==> src/rtl/tlp_xcvr_pkg.sv <==
// ============================================================================
//  Module   : tlp_xcvr_pkg
//  Purpose  : Shared types and constants for the TLP transceiver blocks.
//             Holds the F2C ring geometry, the F2C scheduler state encoding
//             and the request record handed to the TLP transmit engine.
//  Revision : 1.0  initial release
// ============================================================================
`default_nettype none

package tlp_xcvr_pkg;

    // F2C ring geometry (sizes in QWs)
    localparam int F2C_NUMCHUNKS = 4;     // ring depth in chunks, power of two
    localparam int F2C_CHUNKSIZE = 512;   // 4 KiB chunk
    localparam int F2C_TLPSIZE   = 16;    // 128 B data TLP payload

    // Chunk index into the ring; wraps naturally at NUM_CHUNKS
    typedef logic [$clog2(F2C_NUMCHUNKS)-1:0] F2CChunkIndex;

    // F2C scheduler states
    typedef enum logic [1:0] {
        IDLE = 2'd0,
        DATA = 2'd1,
        MTR  = 2'd2
    } SchedState;

    // One request towards the TLP transmit engine
    typedef struct packed {
        logic        isMtr;     // 0 = data TLP, 1 = metrics write
        logic [31:0] addr;      // target QW address
        logic [15:0] lenQW;     // payload length in QWs
        logic [63:0] mtrData;   // metrics QW, meaningful when isMtr = 1
    } TxReq;

endpackage

`default_nettype wire

==> src/rtl/f2c_dma_sched.sv <==
// ============================================================================
//  Module   : f2c_dma_sched
//  Purpose  : Producer-side scheduler for the FPGA->CPU DMA ring. Splits each
//             chunk into posted-write data TLP requests targeting the host
//             ring, never overruns the host read pointer, and issues a one-QW
//             metrics write after every chunk and on C2F read-pointer changes.
//  Ports    :
//    clk_in, reset_in        clock, synchronous active-high reset
//    dmaEnable_in            level, allows new chunks to start
//    ptrReset_in             pulse, synchronous clear of all ring state
//    f2cBase_in, mtrBase_in  QW addresses of the F2C ring / metrics QW
//    f2cRdPtr_in             host read pointer (chunk index)
//    c2fRdPtr_in/_Upd_in     C2F read pointer and its change strobe
//    srcTlpAvail_in          source holds at least one TLP worth of data
//    req*_out, reqReady_in   valid/ready request channel to the TLP engine
//    f2cWrPtr_out, busy_out  current write pointer, not-idle status
//  Revision : 1.0  initial release
// ============================================================================
`default_nettype none

module f2c_dma_sched
    import tlp_xcvr_pkg::*;
#(
    parameter int NUM_CHUNKS = F2C_NUMCHUNKS,
    parameter int CHUNK_QWS  = F2C_CHUNKSIZE,
    parameter int TLP_QWS    = F2C_TLPSIZE,
    parameter int C2F_IDX_W  = 2
) (
    input  logic                          clk_in,
    input  logic                          reset_in,
    input  logic                          dmaEnable_in,
    input  logic                          ptrReset_in,
    input  logic [31:0]                   f2cBase_in,
    input  logic [31:0]                   mtrBase_in,
    input  logic [$clog2(NUM_CHUNKS)-1:0] f2cRdPtr_in,
    input  logic [C2F_IDX_W-1:0]          c2fRdPtr_in,
    input  logic                          c2fRdPtrUpd_in,
    input  logic                          srcTlpAvail_in,
    output logic                          reqValid_out,
    input  logic                          reqReady_in,
    output logic                          reqIsMtr_out,
    output logic [31:0]                   reqAddr_out,
    output logic [15:0]                   reqLenQW_out,
    output logic [63:0]                   reqMtrData_out,
    output logic [$clog2(NUM_CHUNKS)-1:0] f2cWrPtr_out,
    output logic                          busy_out
);

    localparam int IDX_W          = $clog2(NUM_CHUNKS);
    localparam int TLPS_PER_CHUNK = CHUNK_QWS / TLP_QWS;
    localparam int TIDX_W         = (TLPS_PER_CHUNK > 1) ? $clog2(TLPS_PER_CHUNK) : 1;
    localparam logic [TIDX_W-1:0] LAST_TLP = TIDX_W'(TLPS_PER_CHUNK - 1);

    SchedState            state_q,  state_d;
    logic [TIDX_W-1:0]    tlpIdx_q, tlpIdx_d;
    logic [IDX_W-1:0]     wrPtr_q,  wrPtr_d;
    logic                 mtrDirty_q, mtrDirty_d;
    logic                 valid_q,  valid_d;
    TxReq                 req_q,    req_d;

    logic [IDX_W-1:0]     w_wrPtrInc;
    logic [TIDX_W-1:0]    w_tlpIdxInc;
    logic                 w_full;
    logic                 w_hs;

    assign w_wrPtrInc  = wrPtr_q + IDX_W'(1);
    assign w_tlpIdxInc = tlpIdx_q + TIDX_W'(1);
    // One slot is always left empty so that full and empty are distinguishable
    assign w_full      = (w_wrPtrInc == f2cRdPtr_in);
    assign w_hs        = valid_q & reqReady_in;

    // Data TLP request for TLP 'idx' of chunk 'ptr' (address wraps mod 2^32)
    function automatic TxReq mk_data(input logic [IDX_W-1:0] ptr,
                                     input logic [TIDX_W-1:0] idx,
                                     input logic [31:0] base);
        TxReq r;
        r.isMtr   = 1'b0;
        r.addr    = base + 32'(ptr) * 32'(CHUNK_QWS) + 32'(idx) * 32'(TLP_QWS);
        r.lenQW   = 16'(TLP_QWS);
        r.mtrData = '0;
        return r;
    endfunction

    // Metrics write; the payload is snapshotted here, on entry to MTR
    function automatic TxReq mk_mtr(input logic [IDX_W-1:0] ptr,
                                    input logic [C2F_IDX_W-1:0] c2f,
                                    input logic [31:0] base);
        TxReq r;
        r.isMtr   = 1'b1;
        r.addr    = base;
        r.lenQW   = 16'd1;
        r.mtrData = {32'(c2f), 32'(ptr)};
        return r;
    endfunction

    always_comb begin
        state_d    = state_q;
        tlpIdx_d   = tlpIdx_q;
        wrPtr_d    = wrPtr_q;
        mtrDirty_d = mtrDirty_q | c2fRdPtrUpd_in;
        valid_d    = valid_q;
        req_d      = req_q;

        case (state_q)
            IDLE: begin
                // Pending metrics win over starting a new chunk
                if (mtrDirty_q) begin
                    state_d    = MTR;
                    valid_d    = 1'b1;
                    req_d      = mk_mtr(wrPtr_q, c2fRdPtr_in, mtrBase_in);
                    // The snapshot covers everything seen so far; only a
                    // strobe arriving this very cycle keeps the flag set.
                    mtrDirty_d = c2fRdPtrUpd_in;
                end else if (dmaEnable_in && !w_full) begin
                    state_d  = DATA;
                    tlpIdx_d = '0;
                    if (srcTlpAvail_in) begin
                        valid_d = 1'b1;
                        req_d   = mk_data(wrPtr_q, '0, f2cBase_in);
                    end
                end
            end

            DATA: begin
                if (w_hs) begin
                    if (tlpIdx_q == LAST_TLP) begin
                        wrPtr_d    = w_wrPtrInc;
                        tlpIdx_d   = '0;
                        state_d    = MTR;
                        valid_d    = 1'b1;
                        req_d      = mk_mtr(w_wrPtrInc, c2fRdPtr_in, mtrBase_in);
                        mtrDirty_d = c2fRdPtrUpd_in;
                    end else begin
                        // Reload on the handshake cycle for back-to-back TLPs
                        tlpIdx_d = w_tlpIdxInc;
                        valid_d  = srcTlpAvail_in;
                        if (srcTlpAvail_in) begin
                            req_d = mk_data(wrPtr_q, w_tlpIdxInc, f2cBase_in);
                        end
                    end
                end else if (!valid_q && srcTlpAvail_in) begin
                    valid_d = 1'b1;
                    req_d   = mk_data(wrPtr_q, tlpIdx_q, f2cBase_in);
                end
            end

            MTR: begin
                if (w_hs) begin
                    state_d = IDLE;
                    valid_d = 1'b0;
                end
            end

            default: begin
                state_d = IDLE;
                valid_d = 1'b0;
            end
        endcase
    end

    always_ff @(posedge clk_in) begin
        if (reset_in || ptrReset_in) begin
            state_q    <= IDLE;
            tlpIdx_q   <= '0;
            wrPtr_q    <= '0;
            mtrDirty_q <= 1'b0;
            valid_q    <= 1'b0;
            req_q      <= '0;
        end else begin
            state_q    <= state_d;
            tlpIdx_q   <= tlpIdx_d;
            wrPtr_q    <= wrPtr_d;
            mtrDirty_q <= mtrDirty_d;
            valid_q    <= valid_d;
            req_q      <= req_d;
        end
    end

    assign reqValid_out   = valid_q;
    assign reqIsMtr_out   = req_q.isMtr;
    assign reqAddr_out    = req_q.addr;
    assign reqLenQW_out   = req_q.lenQW;
    assign reqMtrData_out = req_q.mtrData;
    assign f2cWrPtr_out   = wrPtr_q;
    assign busy_out       = (state_q != IDLE);

endmodule

`default_nettype wire
==> config.mk <==
export PLATFORM = sky130hd
export DESIGN_NAME = f2c_dma_sched
export DESIGN_NICKNAME = d
export VERILOG_FILES = /design/src/rtl/tlp_xcvr_pkg.sv /design/src/rtl/f2c_dma_sched.sv
export SDC_FILE = /design/constraint.sdc
export NUM_CORES = 1
export LEC_CHECK = 0
export ABC_AREA = 1
export BUFFER_PORTS_ARGS = -buffer_cell sky130_fd_sc_hd__buf_4
export CORE_UTILIZATION = 57
export CTS_BUF_LIST = sky130_fd_sc_hd__clkbuf_4 sky130_fd_sc_hd__clkbuf_8
export CTS_CLUSTER_SIZE = 30
export DETAILED_ROUTE_END_ITERATION = 8
export PLACE_DENSITY = 0.89
export SETUP_SLACK_MARGIN = 0.3
export SLEW_MARGIN = 10
export SYNTH_ARGS = -nofsm -noshare
export SYNTH_HDL_FRONTEND = slang
export SYNTH_SLANG_ARGS = --single-unit
==> constraint.sdc <==
create_clock -name clk_in -period 6.75 [get_ports clk_in]
set_input_delay 1.6875 -clock clk_in [delete_from_list [all_inputs] [get_ports clk_in]]
set_output_delay 1.6875 -clock clk_in [all_outputs]
set_load 0.05 [all_outputs]
; Word-level counts from Yosys, hierarchy flattened
; Cells that the tools add are included.
[classes]
n_addsub = 5
n_lt_le_gt_ge = 0
mux = 31
n_mul = 0
n_bitwise = 2
eq_ne = 13
reduce_logical = 13
n_shift = 0
n_div = 0
[op_table]
columns = op, count
row1 = $mux 113, 7
row2 = $pmux 113 s2, 1
row3 = $add 32x9->32, 2
row4 = $add 32x11->32, 1
row5 = $mux 5, 4
row6 = $reduce_and 4->1, 3
row7 = $mux 1, 10
row8 = $mux 2, 5
row9 = $ne 2x2->1 const B, 5
row10 = $pmux 5 s2, 1
row11 = $ne 3x3->1 const B, 3
row12 = $pmux 2 s3, 1
row13 = $add 5x1->5 const B, 1
row14 = $eq 5x5->1 const B, 1
row15 = $reduce_and 5->1, 1
row16 = $ne 4x4->1 const B, 1
row17 = $reduce_bool 2->1, 2
row18 = $pmux 1 s3, 1
row19 = $reduce_and 3->1, 1
row20 = $add 2x1->2 const B, 1
row21 = $eq 2x1->1 const B, 1
row22 = $eq 2x2->1, 1
row23 = $eq 2x2->1 const B, 1
row24 = $logic_and 1x1->1, 2
row25 = other kinds (6), 7
[totals]
elab_cells = 73
romBits = 0
memories = 0
inputBits = 75
latchBits = 0
ff_bits = 124
ramBits = 0

; Logic depth before layout (Yosys ltp)
; Gate-level depths: netlist of run 1.
[depth]
word_depth = 7
depth_mapped = 19
ltp_nobuf = 19

; Least setup slack after synthesis of run 1
; No wires, ideal clock.
[synth_path]
kind = input to register
start = in f2cBase_in[9]
end = reg req_q, in the netlist reqAddr_out[31]
stages = 16
arrival_time_ns = 3.792
setup_time_ns = 0.118
path_slack_ns = 2.840
n_path_buf = 0
path_cell_list = ha_1 -> inv_1 -> fa_1 -> inv_1 -> nand2_1 -> or2_2 -> nand2_1 -> nand2_1 -> nor2_4 -> nand3_2 -> nor2_2 -> nand3_1 -> nand3_1 -> nand2_1 -> nor2_1 -> nor2_1
[synth_via]
elab_chain_len = 6
[synth_lines]
columns = item, line_no
row1 = start: declaration, f2c_dma_sched.sv:33  ; input logic [31:0] f2cBase_in,
row2 = $add 32x11->32 (*), f2c_dma_sched.sv:78  ; r.addr = base + 32'(ptr) * 32'(CHUNK_QWS) + 32'(idx) * 32'(TLP_QWS);
row3 = $add 32x9->32, f2c_dma_sched.sv:78
row4 = $mux 113, f2c_dma_sched.sv:137  ; if (srcTlpAvail_in) begin
row5 = $mux 113, f2c_dma_sched.sv:126  ; if (tlpIdx_q == LAST_TLP) begin
row6 = $mux 113, f2c_dma_sched.sv:125  ; if (w_hs) begin
row7 = $pmux 113 s2 (*), f2c_dma_sched.sv:104  ; case (state_q)
row8 = end signal: assignment, f2c_dma_sched.sv:175  ; req_q <= req_d;
row9 = end: declaration, f2c_dma_sched.sv:59  ; TxReq req_q, req_d;
; Mark *: on every way between the ends. The rest lies on a longest branch, timed or not. The select of a mux whose other input is x is not followed.
; A chain may end at the register's enable or synchronous reset.

; Final worst setup path of run 1
; Same ends and word-level chain as after synthesis.

==> results.md, run 1 <==
Yosys:
- The combined area of all synthesized cells is 0.00551 mm^2.
- The mean instance size in the synthesized netlist is 5.99 um^2.
- The number of warnings reported in the yosys synthesis log is 0.
- The most used flip-flop cell after synthesis is sky130_fd_sc_hd__dfxtp_1.
- After synthesis, the netlist uses 46 different library cells.
- The sequential cell area fraction in the yosys report is 17.8%.
- The number of synthesized flops with an enable pin is 0.
- The proportion of register bits with asynchronous set or reset after synthesis is 0%.
- After technology mapping, the gate count stands at 920.
- The post-synthesis sequential element count is 49.

STA:
- The relative slew slack is 40.4%.
- The final hold violation count is 0.
- The measured slew at the worst slew-check pin is 0.888 ns.
- Setup repair after global routing left no endpoint under its margin.
- The post-route fraction of the period consumed by the critical path is 60.0%.
- Derived from the worst setup path, the maximum achievable clock frequency is 247 MHz.
- The setup TNS is 0 ns.
- The post-layout minimum cycle time is 4.05 ns.
- Setup violations remaining at the end of the flow were counted as 0.
- The number of pins exceeding their max-slew limit in the final report was 0.
- The maximum clock skew at final layout is 0.00985 ns.

Placed design:
- In this run the tool buffered the top-level ports with 117 buffer cells.
- After detailed placement, the total cell area comes to 0.00619 mm^2.
- The routability congestion estimate from global placement is 1.01.
- The sum of net half-perimeters after detailed placement is 12400 um.

Status:
- The flow ran to the end, and the final reports show no timing, DRC or antenna violations.

Pwr:
- The ratio of total power to cell area is 151 mW/mm^2.
- The leakage power is 3.03 nW.
- The worst-case IR drop observed on VDD is 0.0977 mV.
- Summing internal, switching and leakage power gives 956 uW.

Route:
- The post-detailed-routing wire length is 16200 um.
- After detailed routing, the average wire length per cell comes to 14.0 um.
- In the routed design, unresolved DRC markers number 0.
- The number of vias per cell is 5.47.
- The via count is 6315.
- After the first detailed-routing iteration, the DRC count stood at 564.
- The first TritonRoute pass finished after 5 iterations.
- The count of nets left with antenna violations once routing finished came out at 0.

Clocking:
- Clock-pin slew was measured on the worst setup and hold paths at 0.09 ns.
- Post-CTS timing repair inserted 0 buffers for setup.
- For the worst-skew pair, the clock arrives at the later sink with an insertion delay of 0.32 ns.
- The clock tree root driver cell is sky130_fd_sc_hd__clkbuf_8.
- The number of clock buffers added by TritonCTS is 5.
- The tree built by TritonCTS fans out to 49 sinks.
- Counting along the longest clock path gives a buffer depth of 2.
- The number of hold buffers added after CTS was 0.
- The number of gates resized after CTS was 0.
- TritonCTS built the clock tree.
- The CTS H-tree depth is 2.

Layout:
- The final non-filler cell area is 0.00631 mm^2.
- Fill cells in the final layout number 887.
- The total area of multi-input combinational cells is 0.00377 mm^2.
- The total number of nets in the final design is 1116.
- The area occupied by registers is 981 um^2.
- In the final layout, the share of cells above drive strength 1 is 18.1%.
- The area added between synthesis and finish is 14.6%.
- The repair_antennas step left the layout with diodes totalling 0.

Global route:
- The maximum number of pins on one net before global-route repair is 46.
- The number of antenna violations at the first check in global routing is 0.
- Summed over all layers, the global routing overflow is 0.
- In the global route stage, overall resource usage came out at 32.0%.
- The first-pass GRT wire length is 26000 um.
- The number of global-route vias before repair came to 5665.

Setup path:
- The critical path contains buffers and inverters numbering 3 combined.
- The worst setup path startpoint is f2cBase_in[9].
- The arrival time reported for the critical path endpoint is 4.26 ns.
- The maximum fanout count along the critical path is 6.
- The most numerous cell type found on the critical path is sky130_fd_sc_hd__nor2_1.
- The endpoint identified for the worst register-to-register timing path is reqAddr_out[14].
- The delay of the slowest cell on the worst path is 0.48 ns.
- The worst register-to-register path begins at tlpIdx_q[1].
- The worst setup path is of the primary input to flip-flop kind.
- The register-to-register setup slack is 3.26 ns.
- The slowest stage cell on the critical path is sky130_fd_sc_hd__xnor2_1.
- In this design, the largest share of critical-path delay is due to simple AND/OR/NAND/NOR gates.
- The number of cells on the worst reg-to-reg path is 14.
- Traced cell by cell, the critical path runs through buf_4, ha_1, inv_1, fa_1, xnor2_1, inv_1, nor2_1, nand2_1, nor2_4, nand3_2, nor2_2, nand3_1, nand3_1, nand2_1, nor2_1, nor2_1.
- The critical path required time is 6.96 ns.
- STA classifies the critical path startpoint as a primary input.
- The worst setup path is captured at a flip-flop.

Run:
- Across the run, the number of max-cap violations was 0.

Floorplan:
- The horizontal extent of the die is 100 um.
- The area of the die is 0.0101 mm^2.
- The die span in y is 100 um.
- The I/O pin count is 192.
- The region available for standard cell placement spans 0.00928 mm^2.
- After floorplanning, the core was divided into 35 placement rows.
- The initial standard-cell utilization of the core is 59.4%.

Min path:
- The worst hold path belongs to the class flip-flop to flip-flop.
- The worst hold path endpoint is reqAddr_out[8].
- Counting instances, the worst hold path has a depth of 2.
- The startpoint of the worst hold path is reqAddr_out[8].
worst reg2reg max path, stage by stage, from the launching register on:
cell	delay [ns]
sky130_fd_sc_hd__dfxtp_1	0.36
sky130_fd_sc_hd__ha_1	0.22
sky130_fd_sc_hd__nand2_1	0.07
sky130_fd_sc_hd__nor2_1	0.05
sky130_fd_sc_hd__ha_1	0.27
sky130_fd_sc_hd__inv_1	0.38
sky130_fd_sc_hd__o21ai_0	0.24
sky130_fd_sc_hd__nand2_1	0.21
sky130_fd_sc_hd__clkinv_1	0.74
sky130_fd_sc_hd__nand2_1	0.33
sky130_fd_sc_hd__o21ai_0	0.12
sky130_fd_sc_hd__nor2_1	0.11
sky130_fd_sc_hd__o211ai_1	0.12
sky130_fd_sc_hd__o211ai_1	0.11
sky130_fd_sc_hd__inv_1	0.05
cells by family (layout without fill, tap and decap cells):
logic type,count (synthesis),count (layout),share of synthesized area [%]
AND/OR/NAND/NOR,478,478,39.4
XOR/XNOR,15,15,2.38
buffers and inverters,196,228,18.7
other,1,74,0.0681
adder cells (fa/ha/maj),17,17,4.27
flip-flops,49,49,17.8
AO/OA/AOI/OAI,164,164,17.4
cells in the mapped netlist, drive strengths merged, types with 4 or more instances:
library cell | count | area (um^2)
nand2 | 238 | 943
nor2 | 131 | 616
inv | 93 | 349
buf | 79 | 589
nand3 | 72 | 370
o21ai | 70 | 354
dfxtp | 49 | 981
a21oi | 46 | 230
nand4 | 22 | 144
a221oi | 17 | 149
clkbuf | 17 | 63.8
ha | 14 | 175
xor2 | 12 | 105
a31oi | 9 | 56.3
clkinv | 7 | 27.5
nand3b | 6 | 45.0
o211ai | 5 | 37.5
o21bai | 5 | 37.5
nor3 | 4 | 20.0
or2 | 4 | 25.0
final cells by class:
| cell class | instances | share of cell area, % |
|---|---|---|
| well taps | 129 | 2.56 |
| clock inverters | 2 | 0.595 |
| repair buffers | 120 | 14.3 |
| flip-flops and latches | 49 | 15.5 |
| inverters | 100 | 5.97 |
| multi-input cells | 748 | 59.8 |
| clock buffers | 6 | 1.31 |
layout by cell type, fill, tap and decap left out, types with 2 or more instances in the layout:
cell type,count
sky130_fd_sc_hd__a211oi_1,3
sky130_fd_sc_hd__a21oi_1,46
sky130_fd_sc_hd__a221oi_1,17
sky130_fd_sc_hd__a31oi_1,9
sky130_fd_sc_hd__a41oi_1,2
sky130_fd_sc_hd__buf_4,120
sky130_fd_sc_hd__clkbuf_8,6
sky130_fd_sc_hd__clkinv_1,6
sky130_fd_sc_hd__conb_1,74
sky130_fd_sc_hd__dfxtp_1,49
sky130_fd_sc_hd__fa_1,3
sky130_fd_sc_hd__ha_1,14
sky130_fd_sc_hd__inv_1,85
sky130_fd_sc_hd__inv_2,8
sky130_fd_sc_hd__nand2_1,222
sky130_fd_sc_hd__nand2_2,14
sky130_fd_sc_hd__nand2_4,2
sky130_fd_sc_hd__nand3_1,70
sky130_fd_sc_hd__nand3_2,2
sky130_fd_sc_hd__nand3b_1,6
sky130_fd_sc_hd__nand4_1,21
sky130_fd_sc_hd__nor2_1,105
sky130_fd_sc_hd__nor2_2,16
sky130_fd_sc_hd__nor2_4,9
sky130_fd_sc_hd__nor3_1,4
sky130_fd_sc_hd__o211ai_1,5
sky130_fd_sc_hd__o21a_1,2
sky130_fd_sc_hd__o21ai_0,61
sky130_fd_sc_hd__o21ai_1,8
sky130_fd_sc_hd__o21bai_1,5
sky130_fd_sc_hd__or2_2,3
sky130_fd_sc_hd__xnor2_1,3
sky130_fd_sc_hd__xor2_1,12
worst max-delay path by stage:
stage                                  to  slack [ns]  cells past startpoint
after CTS                 reqAddr_out[31]        2.71                     16
after floorplan           reqAddr_out[31]        2.84                     16
after global placement    reqAddr_out[31]        2.49                     16
after detailed placement  reqAddr_out[31]        2.39                     16
after global routing      reqAddr_out[31]        2.40                     19
final                     reqAddr_out[31]        2.70                     16
metal layers:
layer / part of all wire, % / vias to the layer above / GRT usage (%) / routed length, um
li1: - / 3088 / - / -
met1: 41 / 2825 / 40.6 / 6680
met2: 47 / 361 / 55.5 / 7610
met3: 9.3 / 41 / 5.64 / 1510
met4: 2.2 / 0 / 9.25 / 359
met5: 0 / - / 0 / 0
flip-flops by register name (all words and copies together), names as in the netlist:
name            flops
reqValid_out        1
reqMtrData_out      4
f2cWrPtr_out        2
state_q             2
mtrDirty_q          1
reqAddr_out        32
tlpIdx_q            5
reqLenQW_out        2
where the power goes:
group	total (mW)	switching [mW]	internal, mW
logic	0.414	0.309	0.105
clock network	0.227	0.106	0.121
registers	0.315	0.00939	0.306
through the flow:
step	instances	setup slack [ns]	utilization, %	hold WS [ns]
finish	1154	2.70	68.0	0.478
global route	1154	2.40	68.0	0.513
CTS	1154	2.71	68.0	0.476
detailed placement	1146	2.39	66.7	0.462
global placement	1146	2.49	66.7	0.454
floorplan	993	2.84	-	0.458
(Power assumes the default switching activity.)
==> run 2: changes to the inputs <==
ABC_AREA = 0   (was 1)
CORE_UTILIZATION = 47   (was 57)
PLACE_DENSITY = 0.8   (was 0.89)
clock period = 3.6 ns   (was 6.75 ns; I/O delays follow)
==> results.md, run 2 <==
Placed design:
- The wire-length estimate of the detail-placed layout is 12400 um.
- The count of buffers added on input and output ports is 117.
- The routability congestion estimate from global placement is 0.956.
- Summing all placed instances gives a cell area of 0.00629 mm^2.
- The worst setup timing slack at the placement stage is -0.0673 ns.

Floorplan:
- The floorplan core area is 0.0105 mm^2.
- The row count is 37.
- The initial standard-cell utilization of the core is 49.3%.
- The die covers 0.0114 mm^2.
- The die span in y is 107 um.
- The die is 107 um wide.
- The I/O pin count is 192.

Layout:
- The top cell types in the final layout, fill and taps aside, are sky130_fd_sc_hd__buf_4, sky130_fd_sc_hd__conb_1, sky130_fd_sc_hd__nor2_1, sky130_fd_sc_hd__nand2_1, sky130_fd_sc_hd__dfxtp_1.
- The most common cell after layout, fill and taps aside is sky130_fd_sc_hd__buf_4.
- The number of antenna diodes in the final layout is 0.
- The total number of nets in the final design is 916.
- Fill cells in the final layout number 924.
- The share of layout cells above drive strength 1 is 30.4%.
- With fillers left out, the area of the finished cells amounts to 0.00666 mm^2.
- The area added between synthesis and finish is 29.2%.
- The register with the most flip-flops in the layout has 32 of them.

Setup path:
- Tracing the worst setup path back leads to its startpoint at f2cBase_in[9].
- The maximum fanout count along the critical path is 6.
- The number of cells on the worst reg-to-reg path is 13.
- By startpoint and endpoint, the worst setup path is classified as primary input to flip-flop.
- The startpoint type of the worst setup path is a primary input.
- The critical path required time is 3.80 ns.
- The kind of capture point of the worst setup path is a flip-flop.
- The register-to-register setup slack is 0.41 ns.
- The arrival time reported for the critical path endpoint is 3.53 ns.
- The origin of the critical flop-to-flop path is tlpIdx_q[0].
- In this run the worst setup path terminates at reqAddr_out[22].
- The endpoint identified for the worst register-to-register timing path is reqAddr_out[22].

Clocking:
- CTS built an H-tree with a depth of 2.
- The TritonCTS clock tree is yes.
- The cell sitting at the root of the clock tree is a sky130_fd_sc_hd__clkbuf_8.
- The post-CTS clock slew at the launch and capture registers of the worst setup and hold paths is 0.10 ns.
- The latest clock arrival within the worst-skew pair is 0.33 ns.
- The maximum root-to-sink buffer count is 2.
- The hold buffer count at CTS is 0.
- CTS saw 49 sinks.
- The number of buffers created by CTS is 5.

STA:
- Hold timing on the final database bottoms out at a slack of 0.458 ns.
- Setup repair after global routing could not meet its margin everywhere.
- The post-route fraction of the period consumed by the critical path is 92.3%.
- Adding up every negative setup slack in the final design gives 0 ns.
- The worst pin sits at a relative slew slack of 39.6%.
- The measured slew at the worst slew-check pin is 0.906 ns.
- Subtracting the final worst setup slack from the clock period gives 3.32 ns.
- The top achievable clock speed is 301 MHz.
- The number of pins exceeding their max-slew limit in the final report is 0.
- The final setup violation count is 0.
- The smallest setup slack after layout is 0.277 ns.
- The maximum clock skew at final layout is 0.0220 ns.
- The final hold violation count is 0.

Yosys:
- Counting distinct cell types in the post-synthesis netlist gives 76.
- Summing the areas of all and, or, nand and nor instances in the mapped netlist gives 24.9% of the synthesized area.
- The dominant combinational cell family by area after synthesis is compound AO/OA/AOI/OAI gates.
- The number of warnings reported in the yosys synthesis log is 0.
- The synthesized netlist devotes 9.95% of its cell area to XOR and XNOR gates.
- After synthesis, the cell types taking the most area are sky130_fd_sc_hd__dfxtp_1, sky130_fd_sc_hd__buf_4, sky130_fd_sc_hd__xnor2_1, sky130_fd_sc_hd__nor2_1, sky130_fd_sc_hd__a21oi_1.
- The number of synthesized flops with an enable pin is 0.
- After synthesis, the most frequently instantiated cells are sky130_fd_sc_hd__buf_4, sky130_fd_sc_hd__nor2_1, sky130_fd_sc_hd__nand2_1.
- After synthesis, the share of cell area in mux cells is 0.388%.
- The most used flip-flop cell after synthesis is sky130_fd_sc_hd__dfxtp_1.
- By instance count, the leading cell after synthesis is sky130_fd_sc_hd__buf_4.
- The largest total area in the synthesized netlist belongs to sky130_fd_sc_hd__dfxtp_1.
- Each instance of the synthesized netlist takes up on average 7.61 um^2.
- The top cell type's share of synthesized area is 19.0%.
- The proportion of register bits with asynchronous set or reset after synthesis is 0%.
- The cell count after synthesis is 678.
- The post-synthesis sequential element count is 49.
- The area share of fa/ha/maj cells after synthesis is 4.56%.
- The combined area of all synthesized cells is 0.00516 mm^2.
- Summing the areas of all compound-gate instances in the mapped netlist gives 26.2% of the synthesized area.
- Sequential cells were found to cover 19.0% of the synthesized design area.

Route:
- Once detail routing completed, the nets flagged for antenna violations numbered 0.
- The number of vias per cell is 5.93.
- The initial DRC count is 553.
- After detailed routing, the total wire length is 16900 um.
- After detailed routing, the number of remaining DRC violations is 0.
- The average routed wire per standard cell is 17.6 um.
- For this run, the detailed router's first-pass iteration total came to 6.
- The final route contains 5700 vias.

Min path:
- The path class of the tightest hold or removal check is flip-flop to flip-flop.

Status:
- The flow ran to the end, and the final reports show no timing, DRC or antenna violations.

Global route:
- The total routing usage reported by global routing is 27.6%.
- The maximum number of pins on one net before global-route repair is 44.
- The number of antenna violations at the first check in global routing is 0.
- The number of global-route vias before repair is 5041.
- The first global-routing pass estimated 25400 um of wire.
- Summed over all layers, the global routing overflow is 0.

Pwr:
- Dividing total power by cell area gives a power density of 268 mW/mm^2.
- Across the VDD grid, the largest voltage drop is 0.172 mV.
- In this run the static leakage power is 2.82 nW.

Run:
- The number of max-cap violations is 0.
==> run 2: cell count changes after synthesis, moves of 9 or more <==
| cell | delta |
|---|---|
| sky130_fd_sc_hd__a21o_1 | +9 |
| sky130_fd_sc_hd__clkbuf_1 | +13 |
| sky130_fd_sc_hd__inv_1 | -73 |
| sky130_fd_sc_hd__nand2_1 | -172 |
| sky130_fd_sc_hd__nand2_2 | -14 |
| sky130_fd_sc_hd__nand3_1 | -46 |
| sky130_fd_sc_hd__nand4_1 | -14 |
| sky130_fd_sc_hd__nor2_1 | -36 |
| sky130_fd_sc_hd__nor2_2 | -16 |
| sky130_fd_sc_hd__nor2_4 | -9 |
| sky130_fd_sc_hd__nor3_1 | +12 |
| sky130_fd_sc_hd__o21ai_0 | -17 |
| sky130_fd_sc_hd__xnor2_1 | +30 |
==> run 2: layout make-up <==
class | instances | area [um^2] | share of cell area (%)
inverter | 12 | 50.0 | 0.751
timing repair buffer | 177 | 1370 | 20.5
clock buffer | 5 | 68.8 | 1.03
multi-input combinational | 579 | 3960 | 59.4
tap | 136 | 170 | 2.55
clock inverter | 3 | 68.8 | 1.03
sequential | 49 | 983 | 14.8
==> run 2: how the worst min path moves through the flow <==
stage                            start                  to  slack [ns]  depth (start not counted)
detailed placement  reqMtrData_out[32]  reqMtrData_out[32]        0.45                          2
finish              reqMtrData_out[32]  reqMtrData_out[32]        0.46                          2
CTS                 reqMtrData_out[32]  reqMtrData_out[32]        0.46                          2
global placement    reqMtrData_out[32]  reqMtrData_out[32]        0.44                          2
floorplan                  tlpIdx_q[4]         tlpIdx_q[4]        0.45                          2
global route        reqMtrData_out[32]  reqMtrData_out[32]        0.51                          2
==> run 2: worst max-delay path, cell delays in order <==
cell                       delay, ns
sky130_fd_sc_hd__buf_6          0.08
sky130_fd_sc_hd__ha_4           0.14
sky130_fd_sc_hd__inv_2          0.04
sky130_fd_sc_hd__fa_2           0.45
sky130_fd_sc_hd__buf_4          0.17
sky130_fd_sc_hd__nor3b_4        0.20
sky130_fd_sc_hd__buf_4          0.16
sky130_fd_sc_hd__o311a_4        0.22
sky130_fd_sc_hd__nand4_1        0.19
sky130_fd_sc_hd__buf_4          0.21
sky130_fd_sc_hd__buf_4          0.14
sky130_fd_sc_hd__nor2_1         0.14
sky130_fd_sc_hd__xor2_1         0.09
sky130_fd_sc_hd__a222oi_1       0.26
sky130_fd_sc_hd__a21oi_1        0.13
==> run 2: cells by family after synthesis <==
group | after synthesis
mux | 2
simple gates | 232
fa+ha+maj | 17
other cells | 1
flops | 49
compound gates | 197
xor+xnor | 56
buf+inv | 124
==> run 2: power by group <==
part | internal (mW) | switching, mW
combinational | 0.208 | 0.499
sequential | 0.566 | 0.0159
clock | 0.280 | 0.219
==> run 2: per-stage QoR <==
step | util (%) | std cells | total power [mW]
detailed placement | 60.1 | 941 | 1.28
global route | 63.7 | 961 | 1.85
global placement | 60.1 | 941 | 1.27
finish | 63.7 | 961 | 1.79
CTS | 61.5 | 949 | 1.77
floorplan | - | 751 | 1.13
==> run 2: repair_timing <==
item                       4_1_cts  5_1_grt
cloned                           0        1
hold endpoints to repair         0        0
setup endpoints to repair        5       14
setup buffers                    0       11
resized for setup                1       30
pin swaps                        2       23
==> run 2: routing by layer <==
metal | vias up | global-route usage, % | wire (um) | part of all wire [%]
li1 | 2637 | - | - | -
met2 | 380 | 44.8 | 7780 | 46
met5 | - | 0 | 0 | 0
met1 | 2641 | 37.9 | 6960 | 41
met3 | 42 | 2.86 | 1720 | 10
met4 | 0 | 9.78 | 413 | 2.4
